<file path="config.mk">
export PLATFORM = sky130hd
export DESIGN_NAME = tx_arbiter_flat
export DESIGN_NICKNAME = d
export VERILOG_FILES = /design/src/rtl/tx_arbiter_pkg.sv /design/src/rtl/tx_arbiter_if.sv /design/src/rtl/tx_arbiter_rr_arbiter.sv /design/src/rtl/tx_arbiter.sv /design/src/flat_wrapper.sv
export SDC_FILE = /design/constraint.sdc
export NUM_CORES = 1
export LEC_CHECK = 0
export ABC_AREA = 1
export CAP_MARGIN = 15
export CORE_MARGIN = 1
export CORE_UTILIZATION = 45
export DETAILED_ROUTE_END_ITERATION = 10
export GPL_ROUTABILITY_DRIVEN = 0
export GPL_TIMING_DRIVEN = 0
export PLACE_DENSITY_LB_ADDON = 0.25
export SYNTH_ARGS = -nofsm -noshare
export SYNTH_HDL_FRONTEND = slang
export SYNTH_SLANG_ARGS = --single-unit
</file>
<file path="constraint.sdc">
create_clock -name clk -period 3.25 [get_ports clk]
set_clock_uncertainty 0.2 [all_clocks]
set_input_delay 0.65 -clock clk [delete_from_list [all_inputs] [get_ports clk]]
set_output_delay 0.65 -clock clk [all_outputs]
set_load 0.05 [all_outputs]
</file>
<file path="src/rtl/tx_arbiter_pkg.sv">
`default_nettype none
// ============================================================================
// Module   : tx_arbiter_pkg
// Brief    : Shared types and constants for the UART transmit arbiter.
// Revision : 1.0 - initial release
// ============================================================================
package tx_arbiter_pkg;

    // One UART frame on the wire: START + 8 data bits + STOP
    localparam int FRAME_CYCLES = 10;
    localparam int BYTE_WIDTH   = 8;

    typedef enum logic [1:0] {
        ARB_IDLE  = 2'd0,
        ARB_ISSUE = 2'd1,
        ARB_WAIT  = 2'd2
    } arbState_t;

    // Requester index reached by stepping 'offset' places past 'ptr'
    function automatic int unsigned rr_next(input int unsigned ptr,
                                            input int unsigned offset,
                                            input int unsigned n);
        return (ptr + offset) % n;
    endfunction

endpackage
`default_nettype wire

</file>
<file path="src/rtl/tx_arbiter_if.sv">
`default_nettype none
// ============================================================================
// Module   : tx_arbiter_if
// Brief    : Requester-side and transmitter-side signals of the arbiter.
//            master = arbiter view, slave = surrounding system view.
// Revision : 1.0 - initial release
// ============================================================================
interface tx_arbiter_if #(
    parameter int NUM_REQ = 4
);
    import tx_arbiter_pkg::*;

    localparam int c_ID_W = $clog2(NUM_REQ);

    logic [NUM_REQ-1:0]            reqValid;
    logic [NUM_REQ*BYTE_WIDTH-1:0] reqByte;
    logic [NUM_REQ-1:0]            reqReady;
    logic                          txSend;
    logic [BYTE_WIDTH-1:0]         txByte;
    logic                          txDone;
    logic                          busy;
    logic [c_ID_W-1:0]             activeId;
    logic                          timeoutErr;

    modport master (
        input  reqValid, reqByte, txDone,
        output reqReady, txSend, txByte, busy, activeId, timeoutErr
    );

    modport slave (
        output reqValid, reqByte, txDone,
        input  reqReady, txSend, txByte, busy, activeId, timeoutErr
    );

endinterface
`default_nettype wire

</file>
<file path="src/rtl/tx_arbiter_rr_arbiter.sv">
`default_nettype none
// ============================================================================
// Module   : rr_arbiter
// Brief    : Combinational round-robin picker. Search begins one place past
//            i_rrPtr and wraps; the first valid requester wins.
// Revision : 1.0 - initial release
// ============================================================================
module rr_arbiter
    import tx_arbiter_pkg::*;
#(
    parameter int NUM_REQ = 4
) (
    input  wire logic [NUM_REQ-1:0]         i_reqValid,
    input  wire logic [$clog2(NUM_REQ)-1:0] i_rrPtr,
    output logic      [NUM_REQ-1:0]         o_grant,
    output logic      [$clog2(NUM_REQ)-1:0] o_grantIdx,
    output logic                            o_anyValid
);

    localparam int c_ID_W = $clog2(NUM_REQ);

    logic              w_found;
    logic [c_ID_W-1:0] w_cand;

    assign o_anyValid = |i_reqValid;

    // Walk the requesters in rotation order, offset 1 .. NUM_REQ from the pointer
    always_comb begin
        o_grant    = '0;
        o_grantIdx = '0;
        w_found    = 1'b0;
        w_cand     = '0;
        for (int k = 1; k <= NUM_REQ; k++) begin
            w_cand = c_ID_W'(rr_next(32'(i_rrPtr), k, NUM_REQ));
            if (!w_found && i_reqValid[w_cand]) begin
                o_grant[w_cand] = 1'b1;
                o_grantIdx      = w_cand;
                w_found         = 1'b1;
            end
        end
    end

endmodule
`default_nettype wire

</file>
<file path="src/rtl/tx_arbiter.sv">
`default_nettype none
// ============================================================================
// Module   : tx_arbiter
// Brief    : Round-robin scheduler sharing one UART transmitter among
//            NUM_REQ byte producers. Holds the accepted byte for the whole
//            frame and chains frames back-to-back using the transmitter's
//            STOP-cycle done strobe. Watchdog aborts a frame that never ends.
// Revision : 1.0 - initial release
// ============================================================================
module tx_arbiter
    import tx_arbiter_pkg::*;
#(
    parameter int NUM_REQ        = 4,
    parameter int TIMEOUT_CYCLES = 15
) (
    input  wire logic     clk,
    input  wire logic     rst,      // asynchronous, active-low
    tx_arbiter_if.master  bus
);

    localparam int                c_ID_W   = $clog2(NUM_REQ);
    localparam int                c_WD_W   = $clog2(TIMEOUT_CYCLES);
    localparam logic [c_WD_W-1:0] c_WD_MAX = c_WD_W'(TIMEOUT_CYCLES - 1);

    arbState_t               r_state;
    arbState_t               w_nextState;
    logic [c_ID_W-1:0]       r_rrPtr;
    logic [c_ID_W-1:0]       r_activeId;
    logic [BYTE_WIDTH-1:0]   r_txByte;
    logic [c_WD_W-1:0]       r_wdCnt;

    logic [NUM_REQ-1:0]      w_grant;
    logic [c_ID_W-1:0]       w_grantIdx;
    logic                    w_anyValid;
    logic                    w_acceptWin;
    logic                    w_accept;
    logic                    w_wdExpire;
    logic [BYTE_WIDTH-1:0]   w_lane [NUM_REQ];

    logic [NUM_REQ-1:0]      w_reqReady;
    logic                    w_txSend;
    logic                    w_busy;
    logic                    w_timeoutErr;

    // Split the flat byte bus into one lane per requester
    for (genvar gi = 0; gi < NUM_REQ; gi++) begin : g_lane
        assign w_lane[gi] = bus.reqByte[gi*BYTE_WIDTH +: BYTE_WIDTH];
    end

    rr_arbiter #(
        .NUM_REQ    (NUM_REQ)
    ) u_rr_arbiter (
        .i_reqValid (bus.reqValid),
        .i_rrPtr    (r_rrPtr),
        .o_grant    (w_grant),
        .o_grantIdx (w_grantIdx),
        .o_anyValid (w_anyValid)
    );

    // A byte can be taken while idle, or in the STOP cycle of the running
    // frame so the next START follows with no idle bit. Held off in reset
    // so reqReady is quiet while rst is low.
    assign w_acceptWin = rst & ((r_state == ARB_IDLE) ||
                                ((r_state == ARB_WAIT) && bus.txDone));
    assign w_accept    = w_acceptWin & w_anyValid;
    assign w_wdExpire  = (r_state == ARB_WAIT) && !bus.txDone && (r_wdCnt == c_WD_MAX);

    // State register
    always_ff @(posedge clk or negedge rst) begin
        if (!rst) begin
            r_state <= ARB_IDLE;
        end else begin
            r_state <= w_nextState;
        end
    end

    // Next-state logic
    always_comb begin
        w_nextState = r_state;
        case (r_state)
            ARB_IDLE: begin
                if (w_accept) begin
                    w_nextState = ARB_ISSUE;
                end
            end
            ARB_ISSUE: begin
                w_nextState = ARB_WAIT;
            end
            ARB_WAIT: begin
                if (bus.txDone) begin
                    // Chained accept stays in WAIT; otherwise the line goes quiet
                    if (!w_anyValid) begin
                        w_nextState = ARB_IDLE;
                    end
                end else if (w_wdExpire) begin
                    w_nextState = ARB_IDLE;
                end
            end
            default: begin
                w_nextState = ARB_IDLE;
            end
        endcase
    end

    // Outputs decoded from state and handshake inputs
    always_comb begin
        w_reqReady   = w_acceptWin ? w_grant : '0;
        w_txSend     = (r_state == ARB_ISSUE) || ((r_state == ARB_WAIT) && w_accept);
        w_busy       = (r_state == ARB_ISSUE) || (r_state == ARB_WAIT);
        w_timeoutErr = w_wdExpire;
    end

    // Winner bookkeeping and the held byte; only an accept changes them
    always_ff @(posedge clk or negedge rst) begin
        if (!rst) begin
            r_rrPtr    <= c_ID_W'(NUM_REQ - 1);
            r_activeId <= '0;
            r_txByte   <= '0;
        end else if (w_accept) begin
            r_rrPtr    <= w_grantIdx;
            r_activeId <= w_grantIdx;
            r_txByte   <= w_lane[w_grantIdx];
        end
    end

    // Watchdog: counts WAIT cycles since the last frame was issued
    always_ff @(posedge clk or negedge rst) begin
        if (!rst) begin
            r_wdCnt <= '0;
        end else if ((r_state == ARB_WAIT) && !bus.txDone && !w_wdExpire) begin
            r_wdCnt <= r_wdCnt + 1'b1;
        end else begin
            r_wdCnt <= '0;
        end
    end

    assign bus.reqReady   = w_reqReady;
    assign bus.txSend     = w_txSend;
    assign bus.txByte     = r_txByte;
    assign bus.busy       = w_busy;
    assign bus.activeId   = r_activeId;
    assign bus.timeoutErr = w_timeoutErr;

endmodule
`default_nettype wire

</file>
<file path="src/flat_wrapper.sv">
// flat-port wrapper written by rule: the top's interface ports become plain ports
module tx_arbiter_flat import tx_arbiter_pkg::*;
#(
    parameter int NUM_REQ        = 4,
    parameter int TIMEOUT_CYCLES = 15
)
  (clk, rst, bus_reqValid, bus_reqByte, bus_txDone, bus_reqReady, bus_txSend, bus_txByte, bus_busy, bus_activeId, bus_timeoutErr);
  tx_arbiter_if #(.NUM_REQ(NUM_REQ)) bus_i ();
  input  wire logic clk;
  input  wire logic rst;
  input wire logic [$bits(bus_i.reqValid)-1:0] bus_reqValid;
  input wire logic [$bits(bus_i.reqByte)-1:0] bus_reqByte;
  input wire logic [$bits(bus_i.txDone)-1:0] bus_txDone;
  output wire logic [$bits(bus_i.reqReady)-1:0] bus_reqReady;
  output wire logic [$bits(bus_i.txSend)-1:0] bus_txSend;
  output wire logic [$bits(bus_i.txByte)-1:0] bus_txByte;
  output wire logic [$bits(bus_i.busy)-1:0] bus_busy;
  output wire logic [$bits(bus_i.activeId)-1:0] bus_activeId;
  output wire logic [$bits(bus_i.timeoutErr)-1:0] bus_timeoutErr;
  assign bus_i.reqValid = bus_reqValid;
  assign bus_i.reqByte = bus_reqByte;
  assign bus_i.txDone = bus_txDone;
  assign bus_reqReady = bus_i.reqReady;
  assign bus_txSend = bus_i.txSend;
  assign bus_txByte = bus_i.txByte;
  assign bus_busy = bus_i.busy;
  assign bus_activeId = bus_i.activeId;
  assign bus_timeoutErr = bus_i.timeoutErr;
  tx_arbiter #(.NUM_REQ(NUM_REQ), .TIMEOUT_CYCLES(TIMEOUT_CYCLES)) u_core (.clk(clk), .rst(rst), .bus(bus_i));
endmodule
</file>
==> results.ini, run 1 <==
[outcome]
status = finished, final reports clean

[cells_and_area]
nets = 350
diodes = 0
stdcell_area_um2 = 2410
area_growth_pct = 47.8
drive_above_1_share = 0.186

[routing]
vias_per_cell = 5.12
drtIter0Drc = 137
drt-pass1-iter-count = 4
detail-route-antenna-nets = 0
num_vias = 1750
wirelength_mm = 4.47
drc = 0
avgRoutedWirePerCell_um = 13.1

[global_routing]
grt_pass1_vias = 1499
top_usage_layer = met2
grt_overflow = 0
antenna_found_initial = 0
track_usage = 0.219
grt_pass1_wl_mm = 6.86
grtUsageMet1 = 0.303
grt_max_degree = 20
use_met3 = 0.0239
grtUsageMet2 = 0.354

[sta]
setup_viol = 0
slew_viol_final = 0
min_period_ns = 3.21
rsz0062_at_grt = true
fmax_mhz = 312
holdWs_ns = 0.171
relSlewSlack = 0.656
hold_violations = 0
worst_pin_slew_ns = 0.515
fin_crit_sh = 0.986

[synthesis]
ys_seq_area_frac = 0.278
ys.warnings.count = 0
yosysTopAreaCellShare = 0.246
async_flop_share = 1.00
synth_top_cell_by_area = dfrtp_1
synth-edff-count = 0
yosysMostFrequentCell = nand2_1
netlist_top_cells_area = dfrtp_1, nand2_1, nand3_1
avgSynthCellArea_um2 = 7.18
synth-seq-cells = 18
synthesis.nets = 280
synthTopCellsByCount = nand2_1, nand3_1, inv_1
synth-main-ff-cell = dfrtp_1
synthCells = 227
syn_area_um2 = 1630
synth_cell_types = 33

[setup_path]
worst_setup_path_start_kind = flip-flop
r2r_cells = 15
cp-end-kind = output port
critPathRequiredTime_ns = 2.40
crit_fanout = 11
setup.worst_path.class = reg -> out
arrival_ns = 2.36

[hold_path]
hold_path_class = in -> async

[clocking]
cts_tree = built
clk_latency_ns = 0.30
cts.sinks = 18
ctsHoldBuffers = 0
path_clk_slew_ns = 0.10
htreeDepth = 1
numCtsBuffers = 3
cts_buffer_depth = 2
cts-root-buf = clkbuf_4

[floorplan]
rows = 21
dieWidth_um = 62.2
initial_core_util = 0.481
pin_count = 56
fp.dieArea_um2 = 3860
core_area_um2 = 3390
die_h_um = 62.2

[placement]
place_area_um2 = 2240
portBuffers = 55
dp_hpwl_mm = 3.17

[job]
drv_cap = 0

sequential cells by signal, summed over array words and instances, names as in the netlist:
signal / count
u_core.r_rrPtr: 2
u_core.r_wdCnt: 4
u_core.r_state: 2
u_core.bus.txByte: 8
u_core.bus.activeId: 2
logic make-up (layout without fill, tap and decap cells):
group           Yosys count  in the layout  synth area share
fa+ha+maj                14             14             0.108
flops                    18             18             0.278
compound gates           20             20            0.0806
simple gates            140            140             0.431
xor+xnor                  2              2            0.0108
buf+inv                  33            102            0.0922
layout make-up:
type,instances,area [um^2]
plain buffers,6,47.5
clock buffers,4,36.3
fillers,293,982
inverters,27,110
multi-input cells,176,1070
flip-flops and latches,18,453
well taps,46,57.6
repair buffers,65,631
metal layers:
layer  part of all wire  wire length [um]
met2               0.49              2190
met1               0.44              1990
met4              0.019                85
met3              0.048               213
met5                  0                 0
critical path: stages, from the launching register on:
cell,delay [ns]
dfstp_2,0.56
buf_8,0.11
inv_6,0.05
ha_4,0.26
inv_2,0.08
nand3_4,0.09
nand2_4,0.14
nor2_8,0.07
buf_4,0.14
a31oi_1,0.20
o21ai_1,0.09
nand2_1,0.06
inv_1,0.05
buf_6,0.14
through the flow:
| stage | setup WS [ns] | instances | utilization | TNS (ns) |
|---|---|---|---|---|
| after global placement | -0.682 | 328 | 0.660 | -2.70 |
| after floorplan | 0.234 | 227 | - | 0 |
| final | 0.0450 | 342 | 0.710 | 0 |
| after global routing | -0.0377 | 342 | 0.710 | -0.107 |
| after CTS | 0.00753 | 335 | 0.681 | 0 |
| after detailed placement | -0.673 | 328 | 0.660 | -2.77 |
worst paths after layout:
kind	start	endpoint	slack [ns]
worst max-delay path	u_core.r_rrPtr[0]$_DFFE_PN1P_	bus_reqReady[0]	0.04
worst min-delay path	rst	u_core.bus.txByte[1]$_DFFE_PN0P_	0.17
worst max register to register	u_core.r_rrPtr[0]$_DFFE_PN1P_	u_core.bus.txByte[4]$_DFFE_PN0P_	0.61
worst min register to register	u_core.bus.txByte[4]$_DFFE_PN0P_	u_core.bus.txByte[4]$_DFFE_PN0P_	0.29
max in group asynchronous	rst	u_core.r_rrPtr[0]$_DFFE_PN1P_	2.34
min in group clk	u_core.bus.txByte[4]$_DFFE_PN0P_	u_core.bus.txByte[4]$_DFFE_PN0P_	0.29
timing repair:
| item | 4_1_cts | 5_1_grt |
|---|---|---|
| endpoints found under the setup margin | 5 | 4 |
| pin swaps | 1 | 2 |
| buffers inserted | 3 | 7 |
| endpoints found under the hold margin | 0 | 0 |
| gates cloned | 0 | 0 |
| gates resized for setup | 31 | 13 |
layout by cell type, fill, tap and decap left out, drive strengths merged:
cell	synthesis	layout
xnor2	1	1
nand2	75	75
a21oi	2	2
dlygate4sd2	0	1
dfrtp	16	16
nand4	3	3
clkbuf	2	6
xor2	1	1
nor3	1	1
o221ai	2	2
a22oi	2	2
inv	27	26
nor2	10	10
ha	14	14
clkdlybuf4s50	0	49
nand3	51	51
o211ai	1	1
dfstp	2	2
a21boi	1	1
a31oi	2	2
buf	4	18
clkinvlp	0	1
o21ai	10	10
clkdlybuf4s15	0	1
Power of run 1 is left out: the tool's default activity adds up to more than one toggle a clock period on the data nets, which glitch-free logic cannot reach.
==> run 2: changes to the inputs <==
CTS_CLUSTER_SIZE = 12   (was unset)
==> results of run 2 <==
Final layout, timing and power as in run 1 (identical DEF).
Power of run 2 is left out for the same reason.
